==> src/rtl/cmd_pkg.sv <==
// rtl/cmd_pkg.sv - shared opcode, FSM-state and frame types for the command controller
package cmd_pkg;

   typedef enum logic [3:0] {
      OP_WRITE_CELL = 4'h1,
      OP_WRITE_INC  = 4'h2,
      OP_SET_PTR    = 4'h3,
      OP_SET_SCORE  = 4'h4,
      OP_SET_STATE  = 4'h5,
      OP_CLEAR      = 4'h6
   } opcode_e;

   typedef enum logic [1:0] {
      FSM_IDLE  = 2'd0,
      FSM_EXEC  = 2'd1,
      FSM_CLEAR = 2'd2
   } fsm_e;

   typedef struct packed {
      logic [7:0] command;
      logic [7:0] databyte1;
      logic [7:0] databyte2;
   } frame_t;

   function automatic logic [15:0] payload_of(input frame_t f);
      return {f.databyte1, f.databyte2};
   endfunction

endpackage

==> src/rtl/cmd_ctrl_frame_fifo.sv <==
// rtl/cmd_ctrl_frame_fifo.sv - frame FIFO with sticky overflow on push-when-full
module frame_fifo #(
   parameter int  DEPTH = 4,
   parameter type T     = cmd_pkg::frame_t
) (
   input  logic clk,
   input  logic resetB,
   input  logic push_i,
   input  T     push_data_i,
   input  logic pop_i,
   output T     head_o,
   output logic full_o,
   output logic empty_o,
   output logic overflow_o
);

   localparam int PW = $clog2(DEPTH);
   localparam logic [PW:0] FULL_CNT = (PW+1)'(DEPTH);

   T              mem_q [DEPTH];
   logic [PW-1:0] rd_q, wr_q;
   logic [PW:0]   cnt_q;
   logic          ovf_q;
   logic          do_push, do_pop;

   // Fullness uses the registered count, so a same-cycle pop never makes room for a push.
   assign full_o     = (cnt_q == FULL_CNT);
   assign empty_o    = (cnt_q == '0);
   assign do_push    = push_i && !full_o;
   assign do_pop     = pop_i && !empty_o;
   assign head_o     = mem_q[rd_q];
   assign overflow_o = ovf_q;

   always_ff @(posedge clk) begin
      if (do_push) mem_q[wr_q] <= push_data_i;
   end

   always_ff @(posedge clk or negedge resetB) begin
      if (!resetB) begin
         rd_q  <= '0;
         wr_q  <= '0;
         cnt_q <= '0;
         ovf_q <= 1'b0;
      end else begin
         if (do_push) wr_q <= wr_q + 1'b1;
         if (do_pop)  rd_q <= rd_q + 1'b1;
         if (do_push && !do_pop)      cnt_q <= cnt_q + 1'b1;
         else if (do_pop && !do_push) cnt_q <= cnt_q - 1'b1;
         if (push_i && full_o) ovf_q <= 1'b1;
      end
   end

endmodule

==> src/rtl/cmd_ctrl.sv <==
// rtl/cmd_ctrl.sv - executes buffered 3-byte frames against frame memory, score and game state
module cmd_ctrl
   import cmd_pkg::*;
#(
   parameter int ADDR_W     = 10,
   parameter int CELL_W     = 4,
   parameter int SCORE_W    = 10,
   parameter int STATE_W    = 16,
   parameter int FIFO_DEPTH = 4
) (
   input  logic               clk,
   input  logic               resetB,
   input  logic               frame_valid,
   input  logic [7:0]         command,
   input  logic [7:0]         databyte1,
   input  logic [7:0]         databyte2,
   output logic               we,
   output logic [ADDR_W-1:0]  waddr,
   output logic [CELL_W-1:0]  wdata,
   input  logic               mem_ready,
   output logic [SCORE_W-1:0] score,
   output logic [STATE_W-1:0] state,
   output logic               busy,
   output logic               overflow,
   output logic [7:0]         err_count
);

   localparam logic [1:0]  ST_IDLE   = FSM_IDLE;
   localparam logic [1:0]  ST_EXEC   = FSM_EXEC;
   localparam logic [1:0]  ST_CLEAR  = FSM_CLEAR;
   localparam logic [16:0] SCORE_MAX = 17'((17'd1 << SCORE_W) - 17'd1);

   frame_t push_frame, head;
   logic   fifo_pop, fifo_full, fifo_empty;

   logic [1:0]         fsm_q, fsm_d;
   frame_t             cmd_q, cmd_d;
   logic [ADDR_W-1:0]  wptr_q, wptr_d;
   logic               we_q, we_d;
   logic [ADDR_W-1:0]  waddr_q, waddr_d;
   logic [CELL_W-1:0]  wdata_q, wdata_d;
   logic [SCORE_W-1:0] score_q, score_d;
   logic [STATE_W-1:0] gstate_q, gstate_d;
   logic [7:0]         err_q, err_d;

   logic [3:0]  opcode;
   logic [15:0] payload;

   assign push_frame = {command, databyte1, databyte2};
   assign opcode     = cmd_q.command[7:4];
   assign payload    = payload_of(cmd_q);

   frame_fifo #(.DEPTH(FIFO_DEPTH), .T(frame_t)) u_fifo (
      .clk        (clk),
      .resetB     (resetB),
      .push_i     (frame_valid),
      .push_data_i(push_frame),
      .pop_i      (fifo_pop),
      .head_o     (head),
      .full_o     (fifo_full),
      .empty_o    (fifo_empty),
      .overflow_o (overflow)
   );

   always_comb begin
      fsm_d    = fsm_q;
      cmd_d    = cmd_q;
      wptr_d   = wptr_q;
      we_d     = we_q;
      waddr_d  = waddr_q;
      wdata_d  = wdata_q;
      score_d  = score_q;
      gstate_d = gstate_q;
      err_d    = err_q;
      fifo_pop = 1'b0;
      case (fsm_q)
         ST_IDLE: begin
            if (!fifo_empty) begin
               fifo_pop = 1'b1;
               cmd_d    = head;
               fsm_d    = ST_EXEC;
            end
         end
         ST_EXEC: begin
            // A raised we marks the second phase of a write: wait for acceptance.
            if (we_q) begin
               if (mem_ready) begin
                  we_d  = 1'b0;
                  fsm_d = ST_IDLE;
                  if (opcode == OP_WRITE_INC) wptr_d = wptr_q + 1'b1;
               end
            end else begin
               case (opcode)
                  OP_WRITE_CELL: begin
                     we_d    = 1'b1;
                     waddr_d = payload[ADDR_W-1:0];
                     wdata_d = cmd_q.command[CELL_W-1:0];
                  end
                  OP_WRITE_INC: begin
                     we_d    = 1'b1;
                     waddr_d = wptr_q;
                     wdata_d = cmd_q.command[CELL_W-1:0];
                  end
                  OP_SET_PTR: begin
                     wptr_d = payload[ADDR_W-1:0];
                     fsm_d  = ST_IDLE;
                  end
                  OP_SET_SCORE: begin
                     score_d = ({1'b0, payload} > SCORE_MAX) ? SCORE_MAX[SCORE_W-1:0]
                                                              : payload[SCORE_W-1:0];
                     fsm_d   = ST_IDLE;
                  end
                  OP_SET_STATE: begin
                     gstate_d = payload[STATE_W-1:0];
                     fsm_d    = ST_IDLE;
                  end
                  OP_CLEAR: begin
                     we_d    = 1'b1;
                     waddr_d = '0;
                     wdata_d = cmd_q.command[CELL_W-1:0];
                     fsm_d   = ST_CLEAR;
                  end
                  default: begin
                     if (err_q != 8'hFF) err_d = err_q + 8'd1;
                     fsm_d = ST_IDLE;
                  end
               endcase
            end
         end
         ST_CLEAR: begin
            if (we_q && mem_ready) begin
               if (waddr_q == '1) begin
                  we_d   = 1'b0;
                  wptr_d = '0;
                  fsm_d  = ST_IDLE;
               end else begin
                  waddr_d = waddr_q + 1'b1;
               end
            end
         end
         default: fsm_d = ST_IDLE;
      endcase
   end

   always_ff @(posedge clk or negedge resetB) begin
      if (!resetB) begin
         fsm_q    <= ST_IDLE;
         cmd_q    <= '0;
         wptr_q   <= '0;
         we_q     <= 1'b0;
         waddr_q  <= '0;
         wdata_q  <= '0;
         score_q  <= '0;
         gstate_q <= '0;
         err_q    <= '0;
      end else begin
         fsm_q    <= fsm_d;
         cmd_q    <= cmd_d;
         wptr_q   <= wptr_d;
         we_q     <= we_d;
         waddr_q  <= waddr_d;
         wdata_q  <= wdata_d;
         score_q  <= score_d;
         gstate_q <= gstate_d;
         err_q    <= err_d;
      end
   end

   assign we        = we_q;
   assign waddr     = waddr_q;
   assign wdata     = wdata_q;
   assign score     = score_q;
   assign state     = gstate_q;
   assign err_count = err_q;
   assign busy      = (fsm_q != ST_IDLE) || !fifo_empty;

   logic unused_full;
   assign unused_full = fifo_full;

endmodule

==> config.mk <==
export PLATFORM = sky130hd
export DESIGN_NAME = cmd_ctrl
export DESIGN_NICKNAME = d
export VERILOG_FILES = /design/src/rtl/cmd_pkg.sv /design/src/rtl/cmd_ctrl_frame_fifo.sv /design/src/rtl/cmd_ctrl.sv
export SDC_FILE = /design/constraint.sdc
export NUM_CORES = 1
export LEC_CHECK = 0
export ABC_AREA = 1
export CAP_MARGIN = 25
export CORE_ASPECT_RATIO = 1.75
export CORE_MARGIN = 2
export CORE_UTILIZATION = 30
export DETAILED_ROUTE_END_ITERATION = 10
export GPL_TIMING_DRIVEN = 0
export PLACE_DENSITY = 0.54
export SKIP_LAST_GASP = 1
export SYNTH_ARGS = -nofsm -noshare
export SYNTH_HDL_FRONTEND = slang
export SYNTH_SLANG_ARGS = --single-unit
export TNS_END_PERCENT = 30
==> constraint.sdc <==
create_clock -name clk -period 5.1 [get_ports clk]
set_input_delay 0.765 -clock clk [delete_from_list [all_inputs] [get_ports clk]]
set_output_delay 0.765 -clock clk [all_outputs]
set_load 0.1 [all_outputs]
==> impl_metrics.env, run 1 <==
export IMPL_outcome="completed"
export IMPL_setup_viol_count_final=0
export IMPL_fin_tns_setup_ns=0
export IMPL_path_cells="nor2_1 -> nand3_1 -> clkdlybuf4s50_1"
export IMPL_cts_sinks=189
export IMPL_synth_fp_nets=899
export IMPL_ios=79
export IMPL_antenna_found_initial=0
export IMPL_relSlewSlack_pct=31.0
export IMPL_synth_simple_gate_area_share_pct=18.4
export IMPL_wl_um=20400
export IMPL_grt_max_degree=68
export IMPL_antenna_left=0
export IMPL_clock_path_buffers=2
export IMPL_grt_pass1_wl_um=32200
export IMPL_insertion_delay_ns=0.44
export IMPL_grt_overflow_total=0
export IMPL_synth_fa_ha_area_share_pct=1.43
export IMPL_rsz0062_at_grt="false"
export IMPL_yosysWarnings=0
export IMPL_wl_per_cell_um=15.1
export IMPL_ys_ff_latch=189
export IMPL_arrival_ns=2.33
export IMPL_die_y_um=225
export IMPL_place_hpwl_um=14600
export IMPL_synth_cell_types=41
export IMPL_fin_skew_ns=0.00817
export IMPL_crit_type="reg2out"
export IMPL_finalCritPeriodShare_pct=60.6
export IMPL_via_per_inst=4.50
export IMPL_yosysSeqAreaShare_pct=62.2
export IMPL_synth_top_family_by_area="simple AND/OR/NAND/NOR gates"
export IMPL_n_antenna_cell=0
export IMPL_cts_hold_buf=0
export IMPL_muxShareOfSynthArea_pct=0.373
export IMPL_cap_violations=0
export IMPL_synth_compound_area_share_pct=10.2
export IMPL_final_min_clock_period_ns=3.09
export IMPL_drv_slew=0
export IMPL_postCtsSetupBuffers=0
export IMPL_rows=81
export IMPL_die_w_um=130
export IMPL_vias=6055
export IMPL_drc=0
export IMPL_max_freq_mhz=323
export IMPL_worst_slew_pin_transition_ns=1.03
export IMPL_cts_buffers=17
export IMPL_cpPeakStageDelay_ns=1.15
export IMPL_gp_congestion=0.879
export IMPL_core_area_um2=27800
export IMPL_syn_area_per_cell_um2=9.72
export IMPL_synth_xor_area_share_pct=1.46
export IMPL_synth_edf_count=96
export IMPL_drtPass1Iterations=5
export IMPL_crit_path_end_kind="output port"
export IMPL_worstHoldPathType="in2async"
export IMPL_globalRouteTotalUtil_pct=14.6
export IMPL_die_area_um2=29300
export IMPL_critPathMaxFanout=5
export IMPL_drive_above_1_share_pct=8.22
export IMPL_cts_resized_gates=0
export IMPL_grt_pass1_vias=6043
export IMPL_cts_clk_slew_worst_paths_ns=0.07
export IMPL_ys_flop_type="edfxtp_1"
export IMPL_numPortBuffers=78
export IMPL_final_cell_mix="184 x nand2_1, 127 x nor2_1, 96 x edfxtp_1"
export IMPL_start_util_pct=30.2
export IMPL_critical_path_required_ns=4.34
export IMPL_hold_violations=0
export IMPL_synthArstFlopShare_pct=49.2
export IMPL_slowest_stage="clkdlybuf4s50_1"
export IMPL_worstSetupStartpointType="register"
export IMPL_final_common_cell="nand2_1"
export IMPL_fin_nets=997
export IMPL_cts_tree="built"
export IMPL_first_iter_violations=367
export IMPL_synthToLayoutAreaGrowth_pct=22.1
export IMPL_netlist_area_um2=8380
export IMPL_htreeDepth=4
export IMPL_syn_inst=862
export IMPL_cts_root_buf="clkbuf_16"
flip-flops by register name (all words and copies together), names as in the netlist:
| register | cells |
|---|---|
| u_fifo.mem_q | 96 |
| cmd_q | 24 |
| state | 16 |
| score | 10 |
| waddr | 10 |
| wptr_q | 10 |
| err_count | 8 |
| wdata | 4 |
| u_fifo.cnt_q | 3 |
| fsm_q | 2 |
| u_fifo.rd_q | 2 |
| u_fifo.wr_q | 2 |
| u_fifo.overflow_o | 1 |
| we | 1 |
per-layer routing:
metal / vias to the layer above / global-route usage, % / share of wire (%)
li1: 3035 / - / -
met1: 2885 / 14.9 / 37
met2: 106 / 28.0 / 56
met3: 29 / 2.37 / 3.2
met4: 0 / 7.41 / 3.6
met5: - / 0 / 0
cell type report:
class	instances	area, um^2
plain buffers	32	161
flip-flops and latches	189	5210
multi-input cells	550	2700
clock inverters	15	124
well taps	373	467
inverters	91	344
clock buffers	17	425
fillers	2836	17500
repair buffers	79	806
worst max-delay path: cells and delay by family (launching register included):
family                 cells  cell delay, ns
buffers and inverters      1            1.15
flip-flops                 1            0.48
AND/OR/NAND/NOR            2            0.25
worst paths after layout:
path | cells past startpoint | from | slack, ns | to
max in group asynchronous | 2 | resetB | 4.18 | cmd_q[14]$_DFFE_PN0P_
max | 3 | fsm_q[0]$_DFFE_PN0P_ | 2.01 | busy
min | 1 | resetB | 0.24 | wdata[0]$_DFFE_PN0P_
min in group clk | 1 | u_fifo.overflow_o$_DFFE_PN0P_ | 0.47 | u_fifo.overflow_o$_DFFE_PN0P_
min reg2reg | 1 | u_fifo.overflow_o$_DFFE_PN0P_ | 0.47 | u_fifo.overflow_o$_DFFE_PN0P_
max reg2reg | 8 | u_fifo.cnt_q[0]$_DFFE_PN0P_ | 2.77 | u_fifo.cnt_q[1]$_DFFE_PN0P_
synth_stat cells, types with 2 or more instances:
| library cell | number | area, um^2 |
|---|---|---|
| a21oi_2 | 14 | 123 |
| nand4_1 | 6 | 37.5 |
| inv_1 | 87 | 327 |
| a21oi_1 | 14 | 70.1 |
| clkbuf_1 | 19 | 71.3 |
| xor2_1 | 7 | 61.3 |
| ha_1 | 8 | 100 |
| a31oi_1 | 9 | 56.3 |
| o21ai_1 | 4 | 20.0 |
| nand2_1 | 184 | 691 |
| buf_4 | 3 | 22.5 |
| inv_2 | 2 | 7.51 |
| nor3_1 | 2 | 10.0 |
| buf_6 | 3 | 33.8 |
| nand3b_1 | 2 | 15.0 |
| o22ai_1 | 18 | 113 |
| nor2_1 | 131 | 492 |
| dfrtp_1 | 93 | 2330 |
| nor2_2 | 3 | 18.8 |
| nand2_2 | 3 | 18.8 |
| o21ai_0 | 89 | 445 |
| xnor2_1 | 7 | 61.3 |
| nand3_1 | 35 | 175 |
| mux2i_1 | 2 | 20.0 |
| buf_2 | 6 | 30.0 |
| edfxtp_1 | 96 | 2880 |
cell families after synthesis:
family | count (synthesis)
xor gates and xnor gates | 14
DFF | 189
adders and majority gates | 9
and+or+nand+nor | 373
AOI/OAI and AO/OA | 151
muxes | 3
buffers and inverters | 123
stage by stage:
step	hold WS [ns]	worst slack (ns)	utilization, %	cell area, um^2	cells
CTS	0.236	1.96	36.8	10200	1346
global route	0.258	1.93	36.8	10200	1346
detailed placement	0.463	2.22	34.9	9680	1314
global placement	0.456	-0.425	34.7	9630	1313
floorplan	0.452	2.77	-	8380	862
finish	0.240	2.01	36.8	10200	1346
Power of run 1 is not shown: default switching activity piles up to over one toggle a cycle in this logic, so the estimate is an artifact.
==> run 2: changes to the inputs <==
Clock period 5.1 ns to 3.21 ns, I/O delays scaled along.
==> impl_metrics.env, run 2 (synthesis results as in run 1) <==
export IMPL_outcome="completed"
export IMPL_die_area_um2=29300
export IMPL_finalCritPeriodShare_pct=87.3
export IMPL_die_y_um=225
export IMPL_worstSetupStartpointType="register"
export IMPL_final_cell_mix="184 x nand2_1, 127 x nor2_1, 96 x edfxtp_1"
export IMPL_cap_violations=0
export IMPL_final_min_clock_period_ns=2.80
export IMPL_hold_violations=0
export IMPL_fin_skew_ns=0.00784
export IMPL_core_area_um2=27800
export IMPL_critPathMaxFanout=5
export IMPL_grt_overflow_total=0
export IMPL_crit_path_end_kind="output port"
export IMPL_final_area_um2=10200
export IMPL_crit_type="reg2out"
export IMPL_drc=0
export IMPL_cts_resized_gates=0
export IMPL_fill_cells=2835
export IMPL_fin_nets=998
export IMPL_cts_buffers=17
export IMPL_cts_clk_slew_worst_paths_ns=0.07
export IMPL_ios=79
export IMPL_grt_max_degree=68
export IMPL_arrival_ns=2.32
export IMPL_worstHoldPathType="reg2reg"
export IMPL_via_per_inst=4.50
export IMPL_cts_tree="built"
export IMPL_largest_reg_flops=96
export IMPL_grt_pass1_vias=6046
export IMPL_numPortBuffers=78
export IMPL_die_w_um=130
export IMPL_first_iter_violations=315
export IMPL_insertion_delay_ns=0.44
export IMPL_clock_path_buffers=2
export IMPL_seq_area_um2=5210
export IMPL_n_antenna_cell=0
export IMPL_rsz0062_at_grt="false"
export IMPL_drtPass1Iterations=4
export IMPL_multi_input_area_um2=2700
export IMPL_cts_sinks=189
export IMPL_globalRouteTotalUtil_pct=14.6
export IMPL_start_util_pct=30.2
export IMPL_antenna_found_initial=0
export IMPL_critical_path_required_ns=2.73
export IMPL_drive_above_1_share_pct=8.21
export IMPL_cts_root_buf="clkbuf_16"
export IMPL_htreeDepth=4
export IMPL_wl_um=20400
export IMPL_vias=6063
export IMPL_fin_hold_ws_ns=0.471
export IMPL_synthToLayoutAreaGrowth_pct=22.2
export IMPL_final_common_cell="nand2_1"
export IMPL_rows=81
export IMPL_relSlewSlack_pct=31.0
export IMPL_worst_slew_pin_transition_ns=1.03
export IMPL_grt_pass1_wl_um=32200
export IMPL_antenna_left=0
export IMPL_wl_per_cell_um=15.1
export IMPL_drv_slew=0
export IMPL_top_register="u_fifo.mem_q"
export IMPL_setup_viol_count_final=0
export IMPL_gp_congestion=0.879
export IMPL_place_hpwl_um=14600
export IMPL_max_freq_mhz=357
export IMPL_dpl_cell_area_um2=9680
run 2: final timing paths:
path / from / endpoint / slack [ns] / cells after the start
max in group asynchronous: resetB / state[14]$_DFFE_PN0P_ / 2.03 / 3
worst max-delay path: fsm_q[0]$_DFFE_PN0P_ / busy / 0.41 / 3
min in group asynchronous: resetB / wdata[0]$_DFFE_PN0P_ / 0.50 / 2
worst max register to register: u_fifo.cnt_q[0]$_DFFE_PN0P_ / u_fifo.cnt_q[1]$_DFFE_PN0P_ / 0.88 / 8
worst min register to register: u_fifo.overflow_o$_DFFE_PN0P_ / u_fifo.overflow_o$_DFFE_PN0P_ / 0.47 / 1
worst min-delay path: u_fifo.overflow_o$_DFFE_PN0P_ / u_fifo.overflow_o$_DFFE_PN0P_ / 0.47 / 1
run 2: critical path: stages, from the launching register on:
cell             delay, ns
dfrtp_1               0.48
nor2_1                0.10
nand3_1               0.14
clkdlybuf4s50_1       1.15
run 2: repair_timing:
| item | 4_1_cts | 5_1_grt |
|---|---|---|
| hold buffers | 1 | 0 |
| buffers inserted | 0 | 0 |
| endpoints found under the hold margin | 26 | 0 |
run 2: metal layers:
layer / up-vias / GRT usage [%] / wire (um)
met1: 2895 / 14.9 / 7720
met3: 28 / 2.37 / 588
met5: - / 0 / 0
met2: 100 / 28.0 / 11300
met4: 0 / 7.41 / 736
li1: 3040 / - / -
run 2: layout make-up:
cell class	count	area share [%]
buffer	32	1.58
clock buffer	17	4.15
clock inverter	15	1.21
inverter	91	3.36
multi-input combinational	550	26.3
sequential	189	50.9
tap	373	4.56
timing repair buffer	80	7.96
run 2: metrics by stage:
stage	setup TNS (ns)	worst slack, ns	std cells	utilization [%]
after floorplan	0	0.905	862	-
after global placement	-221.30	-2.03	1313	34.7
after detailed placement	0	0.616	1314	34.9
after CTS	0	0.352	1347	36.9
after global routing	0	0.323	1347	36.9
final	0	0.409	1347	36.9
Power of run 2 is left out for the same reason.
